File: src/rtl/apu_pkg.sv
// apu_pkg: shared constants and helpers for the APU frame sequencer.
//   - Sequence mode encoding (4-step / 5-step).
//   - Frame-counter register bit positions.
//   - Per-mode step event masks, one bit per step index 0..4.
//   - Helpers to decode the events ending on a step and the last step of a mode.
package apu_pkg;

  typedef enum logic {
    MODE_4STEP = 1'b0,
    MODE_5STEP = 1'b1
  } seq_mode_e;

  localparam int unsigned FC_MODE_BIT    = 7;
  localparam int unsigned FC_INHIBIT_BIT = 6;

  localparam logic [4:0] QTR_MASK_4 = 5'b01111;
  localparam logic [4:0] HLF_MASK_4 = 5'b01010;
  localparam logic [4:0] QTR_MASK_5 = 5'b10111;
  localparam logic [4:0] HLF_MASK_5 = 5'b10010;

  typedef struct packed {
    logic qtr;
    logic hlf;
  } step_evt_t;

  // Events raised at the end of step s in mode m. Steps beyond 4 raise nothing.
  function automatic step_evt_t step_events(input seq_mode_e m, input logic [2:0] s);
    step_evt_t evt;
    evt = '0;
    if (s <= 3'd4) begin
      if (m == MODE_5STEP) begin
        evt.qtr = QTR_MASK_5[s];
        evt.hlf = HLF_MASK_5[s];
      end else begin
        evt.qtr = QTR_MASK_4[s];
        evt.hlf = HLF_MASK_4[s];
      end
    end
    return evt;
  endfunction

  function automatic logic [2:0] last_step(input seq_mode_e m);
    return (m == MODE_5STEP) ? 3'd4 : 3'd3;
  endfunction

endpackage

File: src/rtl/frame_sequencer.sv
// frame_sequencer: APU frame sequencer producing quarter-frame and half-frame
// clock-enable pulses, plus the frame interrupt of the 4-step sequence.
//   apu_clk    APU clock, rising edge
//   rst_n      asynchronous active-low reset
//   wr_en      frame-counter register write strobe
//   wr_data    bit7 = mode (1 = 5-step), bit6 = IRQ inhibit, rest ignored
//   irq_ack    status-read strobe, clears frame_irq
//   qtr_pulse  quarter-frame event, one cycle
//   hlf_pulse  half-frame event, one cycle
//   frame_irq  frame interrupt flag (level)
//   mode       current sequence mode
//   step       current step index 0..4
module frame_sequencer
  import apu_pkg::*;
#(
  parameter int unsigned STEP = 3729
) (
  input  logic       apu_clk,
  input  logic       rst_n,
  input  logic       wr_en,
  input  logic [7:0] wr_data,
  input  logic       irq_ack,
  output logic       qtr_pulse,
  output logic       hlf_pulse,
  output logic       frame_irq,
  output logic       mode,
  output logic [2:0] step
);

  localparam int unsigned CW = (STEP > 1) ? $clog2(STEP) : 1;
  localparam logic [CW-1:0] CYC_LAST = CW'(STEP - 1);

  logic [CW-1:0] cyc_cnt;
  seq_mode_e     mode_q;
  logic          inhibit;
  logic          step_end;
  step_evt_t     evt;
  logic          irq_set;
  logic          wr_mode;
  logic          wr_inhibit;
  logic          unused_wr_bits;

  assign unused_wr_bits = ^wr_data[5:0];
  assign wr_mode        = wr_data[FC_MODE_BIT];
  assign wr_inhibit     = wr_data[FC_INHIBIT_BIT];
  assign mode           = mode_q;

  always_comb begin
    step_end = (cyc_cnt == CYC_LAST);
    evt      = step_events(mode_q, step);
    irq_set  = step_end && (mode_q == MODE_4STEP) && (step == 3'd3) && !inhibit;
  end

  always_ff @(posedge apu_clk or negedge rst_n) begin
    if (!rst_n) begin
      cyc_cnt   <= '0;
      step      <= '0;
      mode_q    <= MODE_4STEP;
      inhibit   <= 1'b0;
      frame_irq <= 1'b0;
      qtr_pulse <= 1'b0;
      hlf_pulse <= 1'b0;
    end else if (wr_en) begin
      // A write restarts the sequence and swallows any coincident step end;
      // the 5-step immediate clock is the only event it can produce.
      mode_q    <= wr_mode ? MODE_5STEP : MODE_4STEP;
      inhibit   <= wr_inhibit;
      cyc_cnt   <= '0;
      step      <= '0;
      qtr_pulse <= wr_mode;
      hlf_pulse <= wr_mode;
      if (wr_inhibit || irq_ack) begin
        frame_irq <= 1'b0;
      end
    end else begin
      if (step_end) begin
        cyc_cnt   <= '0;
        step      <= (step == last_step(mode_q)) ? 3'd0 : step + 3'd1;
        qtr_pulse <= evt.qtr;
        hlf_pulse <= evt.hlf;
      end else begin
        cyc_cnt   <= cyc_cnt + 1'b1;
        qtr_pulse <= 1'b0;
        hlf_pulse <= 1'b0;
      end
      // Setting beats a coincident acknowledge.
      if (irq_set) begin
        frame_irq <= 1'b1;
      end else if (irq_ack) begin
        frame_irq <= 1'b0;
      end
    end
  end

endmodule
File: config.mk
export PLATFORM = sky130hd
export DESIGN_NAME = frame_sequencer
export DESIGN_NICKNAME = d
export VERILOG_FILES = /design/src/rtl/apu_pkg.sv /design/src/rtl/frame_sequencer.sv
export SDC_FILE = /design/constraint.sdc
export NUM_CORES = 1
export LEC_CHECK = 0
export ABC_AREA = 1
export BUFFER_PORTS_ARGS = -buffer_cell sky130_fd_sc_hd__clkbuf_2
export CAP_MARGIN = 20
export CORE_MARGIN = 2
export CORE_UTILIZATION = 49
export DETAILED_ROUTE_END_ITERATION = 8
export PLACE_DENSITY = 0.76
export SKIP_LAST_GASP = 1
export SLEW_MARGIN = 25
export SYNTH_ARGS = -nofsm -noshare
export SYNTH_HDL_FRONTEND = slang
export SYNTH_SLANG_ARGS = --single-unit
File: constraint.sdc
create_clock -name apu_clk -period 1.43 [get_ports apu_clk]
set_clock_uncertainty 0.1 [all_clocks]
set_input_delay 0.286 -clock apu_clk [delete_from_list [all_inputs] [get_ports apu_clk]]
set_output_delay 0.286 -clock apu_clk [all_outputs]
set_load 0.05 [all_outputs]
; After elaboration in Yosys (flattened, before gate mapping)
; Memories as Yosys holds them, arrays and structs flattened.
; Index checks and enable logic that the tools add are counted.
[totals]
register_bits = 20
romBits = 32
input_bits = 12
output_inout_bits = 7
elab_cells = 49
memories = 4
[op_classes]
n_addsub = 2
magnitude_cmp = 2
eq_ne = 4
n_mux = 21
n_bitwise = 1
reduce_logical = 8
[mem_list]
columns = name, words, word_bits, rd, rd_ports_with_merged_regs, wr, line
row1 = (no name shown), 8, 1, 1, 0, 0, apu_pkg.sv:36  ; evt.hlf = HLF_MASK_4[s];
row2 = (no name shown), 8, 1, 1, 0, 0, apu_pkg.sv:35  ; evt.qtr = QTR_MASK_4[s];
row3 = (no name shown), 8, 1, 1, 0, 0, apu_pkg.sv:33  ; evt.hlf = HLF_MASK_5[s];
row4 = (no name shown), 8, 1, 1, 0, 0, apu_pkg.sv:32  ; evt.qtr = QTR_MASK_5[s];
[op_table]
columns = cell, count
row1 = $mux 12, 2
row2 = $mux 1, 13
row3 = $add 12x1->12 const B, 1
row4 = $eq 12x12->1 const B, 1
row5 = $mux 3, 4
row6 = $lt 3x4->1 const B, 1
row7 = $mux 2, 2
row8 = $add 3x1->3 const B, 1
row9 = $eq 3x2->1 const B, 1
row10 = $eq 3x3->1, 1
row11 = $le 3x3->1 const B, 1
row12 = $logic_and 1x1->1, 3
row13 = $reduce_bool 3->1, 1
row14 = $ne 2x1->1 const B, 1
row15 = $reduce_and 2->1, 1
row16 = $reduce_bool 2->1, 1
row17 = $logic_not 1->1, 1
row18 = $logic_or 1x1->1, 1
row19 = $not 1->1, 1

; Depth between registers and ports, before layout
; Gate-level depths: netlist of the first run.
[logic_depth]
depth_word = 6
mapped_depth = 9
mapped_depth_nobuf = 9

; Worst setup path before layout of the first run
; Ideal clock, no wire load.
[synth_timing]
kind = reg2reg
start = register step[0]
end = register step[2]
setup_ns = 0.067
arrival_ns = 1.615
t_required_ns = 1.263
setup_slack_ns = -0.352
path_stages_with_launch = 7
n_path_buf = 0
period_less_slack_ns = 1.782
path_cell_list = dfrtp_1 ha_1 ha_1 or2_2 a21oi_1 nand2_1 nand2_1
[synth_between]
elab_chain_len = 4
elab_cells_between_ends = 5
cone_classes = add/sub: 1 / eq/ne: 1 / mux: 3
[synth_rtl]
columns = element, line
row1 = "start, declared", frame_sequencer.sv:27  ; output logic [2:0] step
row2 = "start signal, assigned", frame_sequencer.sv:78  ; step <= (step == last_step(mode_q)) ? 3'd0 : step + 3'd1;
row3 = $add 3x1->3 or $eq 3x3->1 (tied branches), frame_sequencer.sv:78
row4 = $mux 3 (*), frame_sequencer.sv:78
row5 = $mux 3 (*), frame_sequencer.sv:76  ; if (step_end) begin
row6 = $mux 3 (*), frame_sequencer.sv:63  ; end else if (wr_en) begin
; Every way passes the cells marked *; elsewhere a longest branch is shown, timed or not. The select of a mux whose other input is x is not followed.
; A chain may end at the register's enable or synchronous reset.

; Worst setup path in the final report of the first run
[layout_timing]
start = register cyc_cnt[1]
end = register step[0]
[layout_between]
elab_chain_len = 2
[layout_rtl]
columns = element, line
row1 = "start, declared", frame_sequencer.sv:33  ; logic [CW-1:0] cyc_cnt;
row2 = "start signal, assigned", frame_sequencer.sv:82  ; cyc_cnt <= cyc_cnt + 1'b1;
row3 = $eq 12x12->1, frame_sequencer.sv:49  ; step_end = (cyc_cnt == CYC_LAST);
row4 = $reduce_bool 2->1 (no line), n/a
; Every way passes these cells.

==> results of run 1 <==
==> registers in the layout, indices dropped and copies added, names as in the netlist <==
signal     flops
cyc_cnt       12
frame_irq      1
hlf_pulse      1
inhibit        1
mode           1
qtr_pulse      1
step           3
==> area by class of cell <==
type                    instances  area (sq um)
clock buffers                   4          36.3
fillers                       178           753
inverters                      20          77.6
multi-input cells              99           617
flip-flops and latches         20           504
well taps                      28          35.0
repair buffers                 23           168
==> critical path, delay by kind of cell (launching register included) <==
kind            cells  cell delay (ps)
simple gates        5              530
flops               1              440
fa+ha+maj           1              130
buf+inv             1               70
compound gates      1               70
==> Yosys cell counts, types with 2 or more instances <==
cell type   n  share of area [%]
nor3_1      2               0.90
xor2_1      3                2.4
a21oi_1     2               0.90
nand4_1     2                1.1
nand2_2     3                1.7
o21ai_1     2               0.90
o21ai_0     6                2.7
inv_1      19                6.4
nand2_1    30                 10
nand3_1     7                3.1
nor2_2      2                1.1
nor2_1     23                7.7
o21bai_1    2                1.3
dfrtp_1    20                 45
ha_1        7                7.9
==> worst min path at each step <==
stage	startpoint	end	slack, ps	cells after the start
floorplan	rst_n	cyc_cnt[0]	-110	0
detailed placement	rst_n	cyc_cnt[5]	180	1
global route	irq_ack	frame_irq	140	3
CTS	wr_data[7]	qtr_pulse	100	3
finish	wr_data[6]	inhibit	110	3
global placement	rst_n	cyc_cnt[6]	170	1
==> report_power, final <==
part           leakage (nW)  internal, W  switching [W]
Sequential            0.265     0.000584      0.0000188
Clock                0.0210     0.000156       0.000187
Combinational         0.419    0.0000633       0.000102
==> timing repair <==
item	in CTS	in global routing
pin swaps	0	5
cloned	0	1
gates resized for setup	5	14
setup buffers	1	2
hold buffers	1	0
setup endpoints to repair	5	16
endpoints found under the hold margin	20	0
==> per-stage QoR <==
stage / area, sq um / util [%]
after global placement: 1290 / 59.0
after CTS: 1360 / 62.2
after global routing: 1440 / 65.6
after floorplan: 1150 / -
final: 1440 / 65.6
after detailed placement: 1290 / 59.0
==> cells by family after synthesis <==
group / after synthesis
AO/OA/AOI/OAI: 14
XOR/XNOR: 3
adder cells (fa/ha/maj): 7
buffers and inverters: 21
flip-flops: 20
AND/OR/NAND/NOR: 74
==> metal layers <==
layer	track usage, %	part of all wire [%]
met1	23.5	47
met2	29.1	48
met3	2.59	2.1
met4	11.8	3.0
met5	0	0
==> cells in the final DEF, fill, tap and decap left out, types with 2 or more instances in the layout <==
master / n
clkbuf_4: 4
nor2_2: 2
nand2_4: 2
nor2_1: 22
nand3_1: 7
o21bai_1: 2
dfrtp_1: 17
nand2_2: 2
o21ai_1: 3
dfrtp_2: 3
buf_4: 9
nor3_1: 2
ha_1: 4
o21ai_0: 5
xor2_1: 3
inv_1: 19
buf_6: 2
clkbuf_2: 8
nand2_1: 29
ha_4: 3
nor2_4: 2
nand4_1: 2
==> impl_metrics.tcl, run 1 <==
set metrics [dict create \
    post-route-period-util_pct 99.4 \
    via_per_inst 4.81 \
    holdWs_ps 108 \
    grtUsageTotal_pct 18.4 \
    power.total_w 0.00111 \
    path_cells "inv_1 > ha_1 > nand2_1 > nor2_4 > nand3_4 > nand2_8 > nand2_1 > o21ai_0" \
    critPathLaunch "cyc_cnt[1]" \
    drtIter0Drc 16 \
    hpwl_mm 1.55 \
    synth_compound_area_share_pct 7.07 \
    die_y_um 51.7 \
    htreeDepth 1 \
    diodes 0 \
    syn_to_final_growth_pct 29.0 \
    syn-num-nets 158 \
    power_density_nw_per_um2 773 \
    start_kind "register" \
    synth-simple-area-share_pct 30.6 \
    drive_above_1_share_pct 27.7 \
    drv_slew 0 \
    clockBufferDepth 2 \
    io_pins 19 \
    arrival_ps 1560 \
    synth-xor-area-share_pct 2.36 \
    die_w_um 51.7 \
    cts_root_buf "clkbuf_4" \
    setup_viol 0 \
    rows 17 \
    finalWorstSetupSlack_ps 8.75 \
    overflow 0 \
    fmax_ghz 0.704 \
    synthesis.area_sq_um 1110 \
    cts.sinks 20 \
    grt_max_degree 21 \
    dieArea_sq_um 2670 \
    port_buffers 12 \
    antenna_found_initial 0 \
    nets 186 \
    vdd_drop_max_uv 491 \
    hold_viol_final 0 \
    critPathSlowestCell "dfrtp_1" \
    routed_wl_mm 2.19 \
    p_leak_nw 0.705 \
    path_max_fanout 9 \
    required_ps 1560 \
    synthDistinctLibCells 24 \
    cp-endpoint "step[0]" \
    status "complete, no violations" \
    synth_warnings 0 \
    critPathCaptureType "register" \
    cts_buffers 3 \
    synth-edff-count 0 \
    cts_tree "built" \
    place_ws_ps -13.6 \
    r2r-start "cyc_cnt[1]" \
    synth_adder_area_share_pct 7.86 \
    gp_congestion 0.810 \
    r2r-end "step[0]" \
    rsz0062_at_grt "yes" \
    clock_latency_ps 310 \
    worst_pin_slew_ps 495 \
    first_pass_iters 4 \
    synth_top_family_by_area "simple AND/OR/NAND/NOR gates" \
    ys_seq_elements 20 \
    instances_no_fill 194 \
    wl_per_cell_um 11.3 \
    cp_slowest_stage_delay_ps 440 \
    synthMuxAreaShare_pct 0 \
    core_sq_um 2190 \
    yosysSeqAreaShare_pct 44.9 \
    min_period_ps 1420 \
    drv_cap 0 \
    slew_headroom_pct 67.0 \
    setup-tns-final_ps 0 \
    grt_pass1_wl_mm 3.58 \
    numPlacedInstances 185 \
    worst_r2r_path_depth 8 \
    syn_avg_cell_area_sq_um 8.02 \
    synth_flop_cell "dfrtp_1" \
    initial_core_util_pct 50.9 \
    synth_cells 139 \
    vias 934 \
    drc_errors 0 \
    hold_path.class "input pin to register" \
    ant_nets 0 \
    crit_top_cell "nand2_1" \
    crit_type "register to register" \
    reg2reg_setup_slack_ps 9 \
    clk_pin_slew_ps 120 \
    grt_pass1_vias 859 \
    synthArstFlopShare_pct 100 \
]
Power figures use the tool's default switching activity.
==> inputs of run 2 (changes only) <==
Settings changed: MAX_ROUTING_LAYER from default to met4.
==> impl_metrics.tcl, run 2 (synthesized netlist as in run 1, its figures left out) <==
set metrics [dict create \
    r2r-start "step[0]" \
    vias 929 \
    clock_latency_ps 310 \
    cp_slowest_stage_delay_ps 460 \
    critPathSlowestCell "dfrtp_2" \
    min_period_ps 1420 \
    grt_max_degree 21 \
    initial_core_util_pct 50.9 \
    rows 17 \
    wl_per_cell_um 11.3 \
    diodes 0 \
    required_ps 1590 \
    holdWs_ps 106 \
    worst_r2r_path_depth 6 \
    r2r-end "step[2]" \
    final_cell_mix "29 x nand2_1, 22 x nor2_1, 19 x inv_1, 17 x dfrtp_1, 9 x buf_4" \
    reg2reg_setup_slack_ps 10 \
    drtIter0Drc 19 \
    start_kind "register" \
    path_buf_inv 0 \
    die_y_um 51.7 \
    clockBufferDepth 2 \
    power_density_nw_per_um2 774 \
    vdd_drop_max_uv 492 \
    drc_errors 0 \
    hpwl_mm 1.55 \
    grtUsageTotal_pct 18.9 \
    crit_type "register to register" \
    instances_no_fill 194 \
    largest_reg_flops 12 \
    cts_buffers 3 \
    largest_register "cyc_cnt" \
    port_buffers 12 \
    drv_cap 0 \
    grt_pass1_wl_mm 3.58 \
    numPlacedInstances 185 \
    via_per_inst 4.79 \
    hold_path.class "input pin to register" \
    cts.sinks 20 \
    finalWorstSetupSlack_ps 12.5 \
    status "complete, no violations" \
    nets 186 \
    slew_headroom_pct 66.8 \
    place_ws_ps -13.6 \
    worst_pin_slew_ps 497 \
    highest_layer "met4" \
    mostFrequentLayoutCell "nand2_1" \
    htreeDepth 1 \
    top_regs "cyc_cnt (12), step (3)" \
    critPathCaptureType "register" \
    die_w_um 51.7 \
    clk_pin_slew_ps 120 \
    path_cells "ha_4 > ha_4 > or2_4 > a21oi_2 > nand2_1 > nand2_1" \
    hold_viol_final 0 \
    fmax_ghz 0.705 \
    io_pins 19 \
    p_leak_nw 0.705 \
    rsz0062_at_grt "yes" \
    power.total_w 0.00111 \
    place_area_sq_um 1290 \
    critPathLaunch "step[0]" \
    setup_viol 0 \
    post-route-period-util_pct 99.1 \
    cts_root_buf "clkbuf_4" \
    syn_to_final_growth_pct 29.0 \
    cp-endpoint "step[2]" \
    drive_above_1_share_pct 27.7 \
    dieArea_sq_um 2670 \
    wl_met3_um 48 \
    ant_nets 0 \
    cts_tree "built" \
    arrival_ps 1580 \
    cp.depth 6 \
    routed_wl_mm 2.19 \
    gp_congestion 0.821 \
    critical-path-top-delay-family "flip-flops" \
    wl_met1_mm 1.03 \
    drv_slew 0 \
    overflow 0 \
    first_pass_iters 5 \
    core_sq_um 2190 \
    met2_length_mm 1.05 \
    path_max_fanout 4 \
    grt_pass1_vias 860 \
    antenna_found_initial 0 \
    design_area_sq_um 1440 \
]
[run 2: cell counts in the layout (fill, tap and decap cells not counted)]
No cell type changed its count.
[run 2: cell type report]
cell class | count | area (sq um)
clock buffer | 4 | 36.3
multi-input combinational | 99 | 617
tap | 28 | 35.0
sequential | 20 | 504
fill | 178 | 753
inverter | 20 | 77.6
timing repair buffer | 23 | 168
[run 2: how the worst min path moves through the flow]
stage	cells after the start	slack [ps]	endpoint	from
after floorplan	0	-110	cyc_cnt[0]	rst_n
after global placement	1	170	cyc_cnt[6]	rst_n
after detailed placement	1	180	cyc_cnt[5]	rst_n
after CTS	3	100	qtr_pulse	wr_data[7]
after global routing	3	140	frame_irq	irq_ack
final	3	110	inhibit	wr_data[6]
[run 2: worst register-to-register path: cells and delay by family, from the launching register on]
kind | cells | cell delay, ps
compound gates | 1 | 90
fa+ha+maj | 2 | 380
flops | 1 | 460
simple gates | 3 | 330
[run 2: where the power goes]
part           switching (W)  internal, W
clock               0.000189     0.000156
combinational       0.000102    0.0000633
sequential         0.0000187     0.000584
total               0.000310     0.000803
[run 2: metrics by stage]
stage          TNS [ps]  util, %
5_1_grt            -776     65.6
2_1_floorplan     -72.9        -
6_report              0     65.6
3_3_place_gp          0     59.0
4_1_cts           -24.2     62.2
3_5_place_dp      -19.7     59.0
[run 2: timing repair]
| action | CTS | global route |
|---|---|---|
| gates cloned | 0 | 1 |
| hold endpoints to repair | 20 | 0 |
| setup endpoints to repair | 5 | 16 |
| buffers inserted | 1 | 2 |
| gates resized for setup | 5 | 14 |
| hold buffers | 1 | 0 |
| pin swaps | 0 | 5 |
[run 2: metal layers]
metal | global-route usage, % | vias to the layer above
met5 | - | -
met4 | 11.8 | 0
met3 | 2.59 | 9
met2 | 29.1 | 11
met1 | 23.5 | 414
li1 | - | 495
==> inputs of run 3 (changes only) <==
Settings changed: CORE_ASPECT_RATIO from default to 0.7.
==> impl_metrics.tcl, run 3 (synthesized netlist as in run 1, its figures left out) <==
set metrics [dict create \
    status "finished, violations left" \
    violations "negative setup slack" \
    seq_power_share_pct 52.4 \
    p_leak_nw 0.733 \
    htreeDepth 1 \
    drv_slew 0 \
    drive_above_1_share_pct 35.5 \
    reg2reg_setup_slack_ps -70 \
    first_pass_iters 4 \
    holdPathStages 3 \
    rows 14 \
    setup_viol 13 \
    drv_cap 0 \
    cts.sinks 20 \
    grtUsageTotal_pct 21.6 \
    vdd_drop_max_uv 613 \
    p_comb_share_pct 17.7 \
    cts_root_buf "clkbuf_4" \
    drtIter0Drc 39 \
    top_regs "cyc_cnt (12), step (3)" \
    path_max_fanout 6 \
    met2_length_mm 1.41 \
    crit_top_cell "nand2_2" \
    die_y_um 43.9 \
    critPathLaunch "cyc_cnt[1]" \
    clkPwrFrac_pct 29.9 \
    arrival_ps 1640 \
    wl_per_cell_um 14.3 \
    final_util_pct 71.2 \
    ant_nets 0 \
    grt_pass1_vias 901 \
    cts_tree "built" \
    vias 1051 \
    cp_slowest_stage_delay_ps 430 \
    rsz0062_at_grt "yes" \
    port_buffers 12 \
    cp-endpoint "step[0]" \
    switchingPower_w 0.000328 \
    die_w_um 61.0 \
    hpwl_mm 1.75 \
    power_density_nw_per_um2 750 \
    finalWorstSetupSlack_ps -67.2 \
    required_ps 1580 \
    via_per_inst 5.23 \
    min_period_ps 1500 \
    initial_core_util_pct 51.7 \
    hold_path.class "input pin to register" \
    post-route-period-util_pct 105 \
    largest_reg_flops 12 \
    grt_pass1_wl_mm 4.04 \
    nets 189 \
    p_int_w 0.000823 \
    path_cells "inv_1 > ha_2 > nand2_2 > nor2_4 > nand3_4 > nand2_8 > nand2_2 > o21ai_2" \
    clockBufferDepth 2 \
    io_pins 19 \
    highest_layer "met4" \
    routed_wl_mm 2.88 \
    largest_register "cyc_cnt" \
    worstHoldStart "wr_data[6]" \
    final_cell_mix "28 x nand2_1, 20 x nor2_1, 18 x inv_1, 15 x dfrtp_1, 10 x buf_4" \
    r2r-end "step[0]" \
    grt_max_degree 21 \
    start_kind "register" \
    antenna_found_initial 0 \
    holdWs_ps 86.4 \
    drc_errors 0 \
    critPathSlowestCell "dfrtp_1" \
    clock_latency_ps 320 \
    gp_congestion 0.826 \
    fmax_ghz 0.668 \
    cts_buffers 3 \
    worst_r2r_path_depth 8 \
    wl_met1_mm 1.25 \
    overflow 0 \
    slew_headroom_pct 65.6 \
    r2r-start "cyc_cnt[1]" \
    mostFrequentLayoutCell "nand2_1" \
    syn_to_final_growth_pct 37.6 \
    diodes 0 \
    nFillCells 151 \
    wl_met3_um 176 \
    hold_viol_final 0 \
    crit_type "register to register" \
    clk_pin_slew_ps 120 \
    p_sw_share_pct 28.5 \
    core_sq_um 2150 \
    worst_pin_slew_ps 515 \
    critPathCaptureType "register" \
    dieArea_sq_um 2680 \
]
## run 3: power groups by stage
stage	clock [W]	combinational (W)	sequential, W
2_1_floorplan	0	0.0000574	0.000642
3_3_place_gp	0	0.000153	0.000609
3_5_place_dp	0	0.000155	0.000610
4_1_cts	0.000346	0.000175	0.000599
5_1_grt	0.000374	0.000222	0.000606
6_report	0.000344	0.000203	0.000603
## run 3: critical path, delay by kind of cell, from the launching register on
family                   cells  cell delay, ps
AO/OA/AOI/OAI                1              60
adder cells (fa/ha/maj)      1             180
buffers and inverters        1              90
flip-flops                   1             430
AND/OR/NAND/NOR              5             560
## run 3: stage by stage
step | area (sq um) | power [W] | instances | setup slack [ps] | setup TNS, ps
floorplan | 1150 | 0.000700 | 139 | -72.9 | -72.9
global placement | 1310 | 0.000762 | 191 | 13.4 | 0
detailed placement | 1310 | 0.000765 | 191 | -8.74 | -8.74
CTS | 1400 | 0.00112 | 195 | -16.0 | -16.0
global route | 1530 | 0.00120 | 201 | -142 | -1390
finish | 1530 | 0.00115 | 201 | -67.2 | -355
## run 3: worst min-delay path by stage
stage | endpoint | slack (ps)
2_1_floorplan | cyc_cnt[0] | -110
3_3_place_gp | cyc_cnt[0] | 180
3_5_place_dp | cyc_cnt[0] | 180
4_1_cts | inhibit | 100
5_1_grt | inhibit | 110
6_report | inhibit | 90
## run 3: metal layers
metal  global-route usage [%]  up-vias
li1                         -      500
met1                     28.4      500
met2                     33.1       43
met3                     6.27        8
met4                     4.78        0
met5                        -        -
## run 3: what timing repair did
action / 4_1_cts / 5_1_grt
hold endpoints to repair: 20 / 0
buffers inserted: 0 / 4
gates resized for setup: 9 / 23
pin swaps: 0 / 9
endpoints found under the setup margin: 4 / 19
gates cloned: 0 / 2
hold buffers: 1 / 0
## run 3: final cells by class
| cell class | instances | area [sq um] | area share (%) |
|---|---|---|---|
| multi-input combinational | 100 | 663 | 43.2 |
| tap | 32 | 40.0 | 2.61 |
| sequential | 20 | 507 | 33.0 |
| clock buffer | 4 | 36.3 | 2.37 |
| timing repair buffer | 25 | 210 | 13.7 |
| inverter | 20 | 77.6 | 5.06 |
